$ cat src/rtl/btn_pkg.sv
// Shared constants for the controller button front end: channel indices and
// default timing derived from the 50 MHz system clock.
package btn_pkg;

  localparam int BTN_GREEN  = 0;
  localparam int BTN_RED    = 1;
  localparam int BTN_BLUE   = 2;
  localparam int BTN_YELLOW = 3;

  localparam int SYS_CLK_HZ = 50_000_000;

  // 1 ms debounce window and 1 s long-hold threshold.
  localparam int DEFAULT_DEBOUNCE_CYCLES = SYS_CLK_HZ / 1000;
  localparam int DEFAULT_HOLD_CYCLES     = SYS_CLK_HZ;

endpackage

$ cat src/rtl/button_debounce_channel.sv
// One button channel: polarity fix, synchroniser, counter debounce,
// registered press/release pulses and a single-shot long-hold pulse.
module button_debounce_channel
  import btn_pkg::*;
#(
  parameter int SYNC_STAGES     = 2,
  parameter int DEBOUNCE_CYCLES = DEFAULT_DEBOUNCE_CYCLES,
  parameter int HOLD_CYCLES     = DEFAULT_HOLD_CYCLES,
  parameter int ACTIVE_LOW      = 0
) (
  input  logic i_clk,
  input  logic i_rst_n,
  input  logic i_btn_raw,
  output logic o_level,
  output logic o_press,
  output logic o_release,
  output logic o_hold,
  output logic o_press_set
);

  localparam int DB_W   = $clog2(DEBOUNCE_CYCLES + 1);
  localparam int HOLD_W = $clog2(HOLD_CYCLES + 1);

  localparam logic [DB_W-1:0]   DB_LAST  = DB_W'(DEBOUNCE_CYCLES - 1);
  localparam logic [HOLD_W-1:0] HOLD_MAX = HOLD_W'(HOLD_CYCLES);
  localparam logic [HOLD_W-1:0] HOLD_PRE = HOLD_W'(HOLD_CYCLES - 1);
  localparam logic              POL      = (ACTIVE_LOW != 0);

  logic [SYNC_STAGES-1:0] r_sync;
  logic [DB_W-1:0]        r_db_cnt;
  logic [HOLD_W-1:0]      r_hold_cnt;
  logic                   r_stable;
  logic                   r_press;
  logic                   r_release;
  logic                   r_hold;

  logic w_pressed;
  logic w_sync;
  logic w_differs;
  logic w_accept;

  // Polarity is normalised before the first flop so everything downstream
  // sees 1 = pressed.
  assign w_pressed = i_btn_raw ^ POL;
  assign w_sync    = r_sync[SYNC_STAGES-1];
  assign w_differs = (w_sync != r_stable);
  assign w_accept  = w_differs && (r_db_cnt == DB_LAST);

  always_ff @(posedge i_clk or negedge i_rst_n) begin
    if (!i_rst_n) begin
      r_sync    <= '0;
      r_db_cnt  <= '0;
      r_stable  <= 1'b0;
      r_press   <= 1'b0;
      r_release <= 1'b0;
    end else begin
      r_sync    <= {r_sync[SYNC_STAGES-2:0], w_pressed};
      r_press   <= w_accept && w_sync;
      r_release <= w_accept && !w_sync;
      if (!w_differs || w_accept) begin
        r_db_cnt <= '0;
      end else begin
        r_db_cnt <= r_db_cnt + 1'b1;
      end
      if (w_accept) begin
        r_stable <= w_sync;
      end
    end
  end

  // Hold counter saturates at HOLD_MAX so the pulse fires once per press.
  always_ff @(posedge i_clk or negedge i_rst_n) begin
    if (!i_rst_n) begin
      r_hold_cnt <= '0;
      r_hold     <= 1'b0;
    end else begin
      r_hold <= r_stable && (r_hold_cnt == HOLD_PRE);
      if (!r_stable) begin
        r_hold_cnt <= '0;
      end else if (r_hold_cnt != HOLD_MAX) begin
        r_hold_cnt <= r_hold_cnt + 1'b1;
      end
    end
  end

  assign o_level     = r_stable;
  assign o_press     = r_press;
  assign o_release   = r_release;
  assign o_hold      = r_hold;
  assign o_press_set = w_accept && w_sync;

endmodule

$ cat src/rtl/button_conditioner.sv
// Multi-channel button front end: NUM_BTNS independent debounce channels
// plus a registered any_press pulse aligned with btn_press.
module button_conditioner
  import btn_pkg::*;
#(
  parameter int NUM_BTNS        = 4,
  parameter int SYNC_STAGES     = 2,
  parameter int DEBOUNCE_CYCLES = DEFAULT_DEBOUNCE_CYCLES,
  parameter int HOLD_CYCLES     = DEFAULT_HOLD_CYCLES,
  parameter int ACTIVE_LOW      = 0
) (
  input  logic                clk,
  input  logic                rst_n,
  input  logic [NUM_BTNS-1:0] btn_raw,
  output logic [NUM_BTNS-1:0] btn_level,
  output logic [NUM_BTNS-1:0] btn_press,
  output logic [NUM_BTNS-1:0] btn_release,
  output logic [NUM_BTNS-1:0] btn_hold,
  output logic                any_press
);

  logic [NUM_BTNS-1:0] w_press_set;
  logic                r_any_press;

  for (genvar g = 0; g < NUM_BTNS; g++) begin : g_chan
    button_debounce_channel #(
      .SYNC_STAGES    (SYNC_STAGES),
      .DEBOUNCE_CYCLES(DEBOUNCE_CYCLES),
      .HOLD_CYCLES    (HOLD_CYCLES),
      .ACTIVE_LOW     (ACTIVE_LOW)
    ) u_chan (
      .i_clk      (clk),
      .i_rst_n    (rst_n),
      .i_btn_raw  (btn_raw[g]),
      .o_level    (btn_level[g]),
      .o_press    (btn_press[g]),
      .o_release  (btn_release[g]),
      .o_hold     (btn_hold[g]),
      .o_press_set(w_press_set[g])
    );
  end

  // Registered from the channels' pre-register press terms so it lands on
  // the same edge as btn_press.
  always_ff @(posedge clk or negedge rst_n) begin
    if (!rst_n) begin
      r_any_press <= 1'b0;
    end else begin
      r_any_press <= |w_press_set;
    end
  end

  assign any_press = r_any_press;

endmodule
$ cat config.mk
export PLATFORM = sky130hd
export DESIGN_NAME = button_conditioner
export DESIGN_NICKNAME = d
export VERILOG_FILES = /design/src/rtl/btn_pkg.sv /design/src/rtl/button_debounce_channel.sv /design/src/rtl/button_conditioner.sv
export SDC_FILE = /design/constraint.sdc
export NUM_CORES = 1
export LEC_CHECK = 0
export BUFFER_PORTS_ARGS = -buffer_cell sky130_fd_sc_hd__buf_2
export CORE_MARGIN = 4
export CORE_UTILIZATION = 45
export DETAILED_ROUTE_END_ITERATION = 8
export PLACE_DENSITY_LB_ADDON = 0.25
export SYNTH_ARGS = -nofsm -noshare
export SYNTH_HDL_FRONTEND = slang
export SYNTH_SLANG_ARGS = --single-unit
$ cat constraint.sdc
create_clock -name clk -period 2.4 [get_ports clk]
set_clock_uncertainty 0.15 [all_clocks]
set_input_delay 0.36 -clock clk [delete_from_list [all_inputs] [get_ports clk]]
set_output_delay 0.36 -clock clk [all_outputs]
set_load 0.005 [all_outputs]
Yosys cells after proc, flatten, opt, wreduce, memory -nomap -nowiden --
Cells that the tools add are included.
Word-level totals: bits of input ports 6, flip-flop bits (word level) 193, output and inout bits 17
Operators by class: reductions and logical operators 29, $add $sub $neg 8, eq/ne operators 20, multiplexer cells 12
Operators with widths (number):
- $mux 26 | 8
- $add 26x1->26 const B | 4
- $eq 26x26->1 const B | 4
- $ne 26x26->1 const B | 4
- $add 16x1->16 const B | 4
- $eq 16x16->1 const B | 4
- $mux 16 | 4
- $logic_and 1x1->1 | 16
- $logic_not 1->1 | 8
- $ne 2x2->1 const B | 4
- $logic_or 1x1->1 | 4
- $ne 1x1->1 | 4
- $reduce_or 4->1 | 1

Logic depth before layout (Yosys ltp) --
depth after elaboration 4, mapped depth 7

Hierarchy --
A second synthesis with hierarchy kept.
Unflattened totals: cell total of the unflattened synthesis 973, area, all modules 9615.5 um^2
By module, submodules not included:
- button_debounce_channel at g_chan[0].u_chan ... | times used 3, seq. area each 1201.2 um^2, cells an instance 241, area an instance 2391.0 um^2
- button_debounce_channel at g_chan[1].u_chan | times used 1, seq. area each 1201.2 um^2, cells an instance 248, area an instance 2409.8 um^2
- button_conditioner | times used 1, seq. area each 25.0 um^2, cells an instance 2, area an instance 32.5 um^2

Least setup slack after synthesis --
OpenSTA, ideal clock, no wires.
path type register to register, start register g_chan[3].u_chan.r_hold_cnt[0], end register g_chan[3].u_chan.r_hold_cnt[24], stages on the path, launching flop included 7, path slack 210 ps, arrival time 1973 ps, cell sequence dfrtp_1 ha_1 nand2_1 nor4_4 nand4_1 or4b_2 nand2_1
On the way: word-level cells in the longest chain between the ends 3, elaborated cells on any way between the ends 5, classes of those cells add/sub: 1; eq/ne: 2; mux: 2
RTL lines:
- start, declared | RTL line button_debounce_channel.sv:31 | logic [HOLD_W-1:0] r_hold_cnt;
- start signal, assigned | RTL line button_debounce_channel.sv:81 | r_hold_cnt <= r_hold_cnt + 1'b1;
- $add 26x1->26 | RTL line button_debounce_channel.sv:81
- $mux 26 | RTL line button_debounce_channel.sv:80 | end else if (r_hold_cnt != HOLD_MAX) begin
- $mux 26 | RTL line button_debounce_channel.sv:78 | if (!r_stable) begin
Parallel ways exist; a longest one is shown, timed or not. The select of a mux whose other input is x is not followed. A chain may end at the register's enable or synchronous reset.

Worst setup path after layout --
start register g_chan[1].u_chan.r_hold_cnt[0], end register g_chan[1].u_chan.r_hold_cnt[16]
On the way: word-level cells in the longest chain between the ends 3, elaborated cells on any way between the ends 5, classes of those cells add/sub: 1; eq/ne: 2; mux: 2
RTL lines (RTL line):
- start, declared | button_debounce_channel.sv:31
- start signal, assigned | button_debounce_channel.sv:81
- $add 26x1->26 | button_debounce_channel.sv:81
- $mux 26 | button_debounce_channel.sv:80
- $mux 26 | button_debounce_channel.sv:78
Parallel ways exist; a longest one is shown, timed or not. The select of a mux whose other input is x is not followed.

==> reports/qor.txt <==
Mapped Cells = 935
CP bufs+invs = 0
Crit path depth = 5
Synth Register Bits = 193
Clk_lat worst skew = 430 ps
Relative slew slack = 58.2%
Area leader, netlist = dfrtp_1
FF/Latch Area = 0.00483 mm²
RSZ-0062 raised after global routing = no
Largest net degree at the start of global routing = 65
Grt total ovfl = 0
Synthesized Nets = 953
Hold Path Class = flop to flop
Setup crit start kind = flop
Layout area overhead = 11.3%
DRT iter0 DRCs = 250
CP required = 2600 ps
Top post-synthesis cells by count = dfrtp_1 (193), and2_1 (87), xnor2_1 (87), nor2_1 (85)
Port bufs = 22
Hold EP = g_chan[3].u_chan.r_sync[1]
Reg-to-Reg Start = g_chan[1].u_chan.r_hold_cnt[0]
CP cell instances = ha_1, nand2_1, or4_4, or4_1, a21boi_0
Final Cycle Share = 93.9%
Post-Route WL = 16.9 mm
Cell family with most CP delay = simple AND/OR/NAND/NOR gates
Post-route DRC violation count = 0
Peak Freq = 444 MHz
CP Max Fanout = 5
DR vias/cell = 5.10
Drt pass-1 iters = 4
Final Setup Violations = 0
Leakage = 4.72 nW
R2r worst-path depth = 5
Post-synthesis cell type count = 43
Max Cap Viol = 0
Routed Antenna Nets = 0
CTS clk-pin slew, worst paths = 80 ps
PD cells = 573 mW/mm²
Drt wl/cell = 13.5 µm
# fillers = 1979
Vias = 6401
Syn Std Cell Area = 0.00958 mm²
Placeable Area = 0.0210 mm²
Top FF cell, synth = dfrtp_1
Clock tree from TritonCTS = done
Crit path DAT = 2450 ps
Post-synth EDFFs = 0
Worst r2r dst = g_chan[1].u_chan.r_hold_cnt[16]
Worst-path cell with the longest stage delay = or4_4
Sink Count = 193
Layout cells sized above 1 = 9.80%
Post-synth top area share = 50.4%
Die H = 154 µm
Hold Vio Cnt, Final = 0
Area taken by multi-input logic gates = 0.00449 mm²
Status = finished clean
Slew @ Worst Pin = 619 ps
Seq/Total Area, Yosys = 50.4%
Setup TNS = 0 ps
H-tree levels = 4
Die width = 154 µm
RePlAce Congestion = 0.770
Die area = 0.0237 mm²
Fin. max-slew vios = 0
CTS Root Cell = clkbuf_16
CP endpoint kind = flop
Top cells by area, synth = dfrtp_1 (50%), xnor2_1 (8.0%), and2_1 (5.7%)
Max VDD drop = 0.000411 V
Total Routing Usage GR = 15.2%
R2R setup slack = 150 ps
Total Power = 6.11 mW
Initial antenna violation count = 0
Worst path max stage delay = 580 ps
Clock Path Buffers = 2
Dpl hpwl = 11.2 mm
CP Class = flop to flop
Fin Hold WS = 200 ps
# IOs = 23
Ys async rst share = 100%
# diodes = 0
Vias in the first global route = 6374
Hold path cells = 0
# rows = 53
Fin nets = 985
Yosys synthesis warning count = 0
Starting Density = 45.7%
Most numerous cell in the Yosys netlist = dfrtp_1
Num CTS Buffers = 17
Average cell area after synthesis = 10.2 µm²
HP Start = g_chan[3].u_chan.r_sync[0]
Min Tclk post-route = 2250 ps
First-pass GRT wire length = 30.3 mm
## worst max-delay path by stage
stage                                               from                              end  slack (ps)
after CTS                 g_chan[0].u_chan.r_hold_cnt[0]  g_chan[0].u_chan.r_hold_cnt[14]          40
after floorplan           g_chan[3].u_chan.r_hold_cnt[0]  g_chan[3].u_chan.r_hold_cnt[24]         210
after global placement    g_chan[0].u_chan.r_hold_cnt[0]  g_chan[0].u_chan.r_hold_cnt[18]         110
final                     g_chan[1].u_chan.r_hold_cnt[0]  g_chan[1].u_chan.r_hold_cnt[16]         150
after detailed placement  g_chan[0].u_chan.r_hold_cnt[0]  g_chan[0].u_chan.r_hold_cnt[14]          70
after global routing      g_chan[1].u_chan.r_hold_cnt[7]  g_chan[1].u_chan.r_hold_cnt[25]          30
## per-stage QoR
step	cell area (µm²)	utilization, %	cells	worst slack (ps)
floorplan	9580	-	935	210
global placement	10000	48.0	1218	108
detailed placement	10000	48.0	1218	65.3
CTS	10700	50.8	1255	36.8
global route	10700	50.9	1255	29.1
finish	10700	50.9	1255	145
## placed cells by master (no fill, tap or decap), types with 12 or more instances in the layout
cell type / synthesis / final
nor3_1: 20 / 20
inv_1: 15 / 15
ha_1: 12 / 12
and3_1: 30 / 30
nor2_1: 85 / 85
nand3_1: 66 / 66
nor4_1: 19 / 18
and2_1: 87 / 87
nand2_1: 66 / 66
nand4_1: 33 / 33
xor2_1: 56 / 56
buf_4: 16 / 24
dfrtp_1: 193 / 193
buf_2: 4 / 21
clkbuf_16: 0 / 17
nor2b_1: 15 / 15
and4_1: 16 / 16
nor3b_1: 17 / 17
xnor2_1: 87 / 87
## final cells by class
| class | instances | share of cell area [%] |
|---|---|---|
| flip-flops and latches | 193 | 45.3 |
| multi-input cells | 687 | 42.1 |
| clock buffers | 18 | 4.02 |
| repair buffers | 53 | 3.65 |
| well taps | 275 | 3.23 |
| clock inverters | 14 | 1.15 |
| inverters | 15 | 0.528 |
## power by group
group | internal (mW) | total, mW | switching (mW) | leakage, nW
clock | 1.36 | 2.68 | 1.32 | 0.265
combinational | 0.0377 | 0.130 | 0.0919 | 1.79
sequential | 3.27 | 3.29 | 0.0192 | 2.67
## sequential cells by signal (all words and copies together) (netlist names)
signal                    cells
any_press                     1
g_chan.u_chan.o_hold          4
g_chan.u_chan.o_level         4
g_chan.u_chan.o_press         4
g_chan.u_chan.o_release       4
g_chan.u_chan.r_db_cnt       64
g_chan.u_chan.r_hold_cnt    104
g_chan.u_chan.r_sync          8
## what timing repair did
action                                  CTS  global route
hold buffers                              5             0
resized for setup                         0             3
buffers inserted                          0             0
endpoints found under the setup margin    0             5
endpoints found under the hold margin    36             0
## cell families (layout without fill, tap and decap cells)
group	Yosys count	after routing	share of synthesized area, %
xor gates and xnor gates	143	143	13.1
AOI/OAI and AO/OA	25	25	1.76
and+or+nand+nor	498	498	29.4
adders and majority gates	12	12	1.57
DFF	193	193	50.4
buffers and inverters	55	100	2.83
muxes	9	9	0.993
## metal layers
layer | wire (µm) | vias up | track usage [%]
met1 | 8300 | 3081 | 21.2
met2 | 7980 | 53 | 24.3
met5 | 0 | - | 0
li1 | - | 3253 | -
met3 | 422 | 14 | 3.15
met4 | 198 | 0 | 4.29
Power figures use the tool's default switching activity.
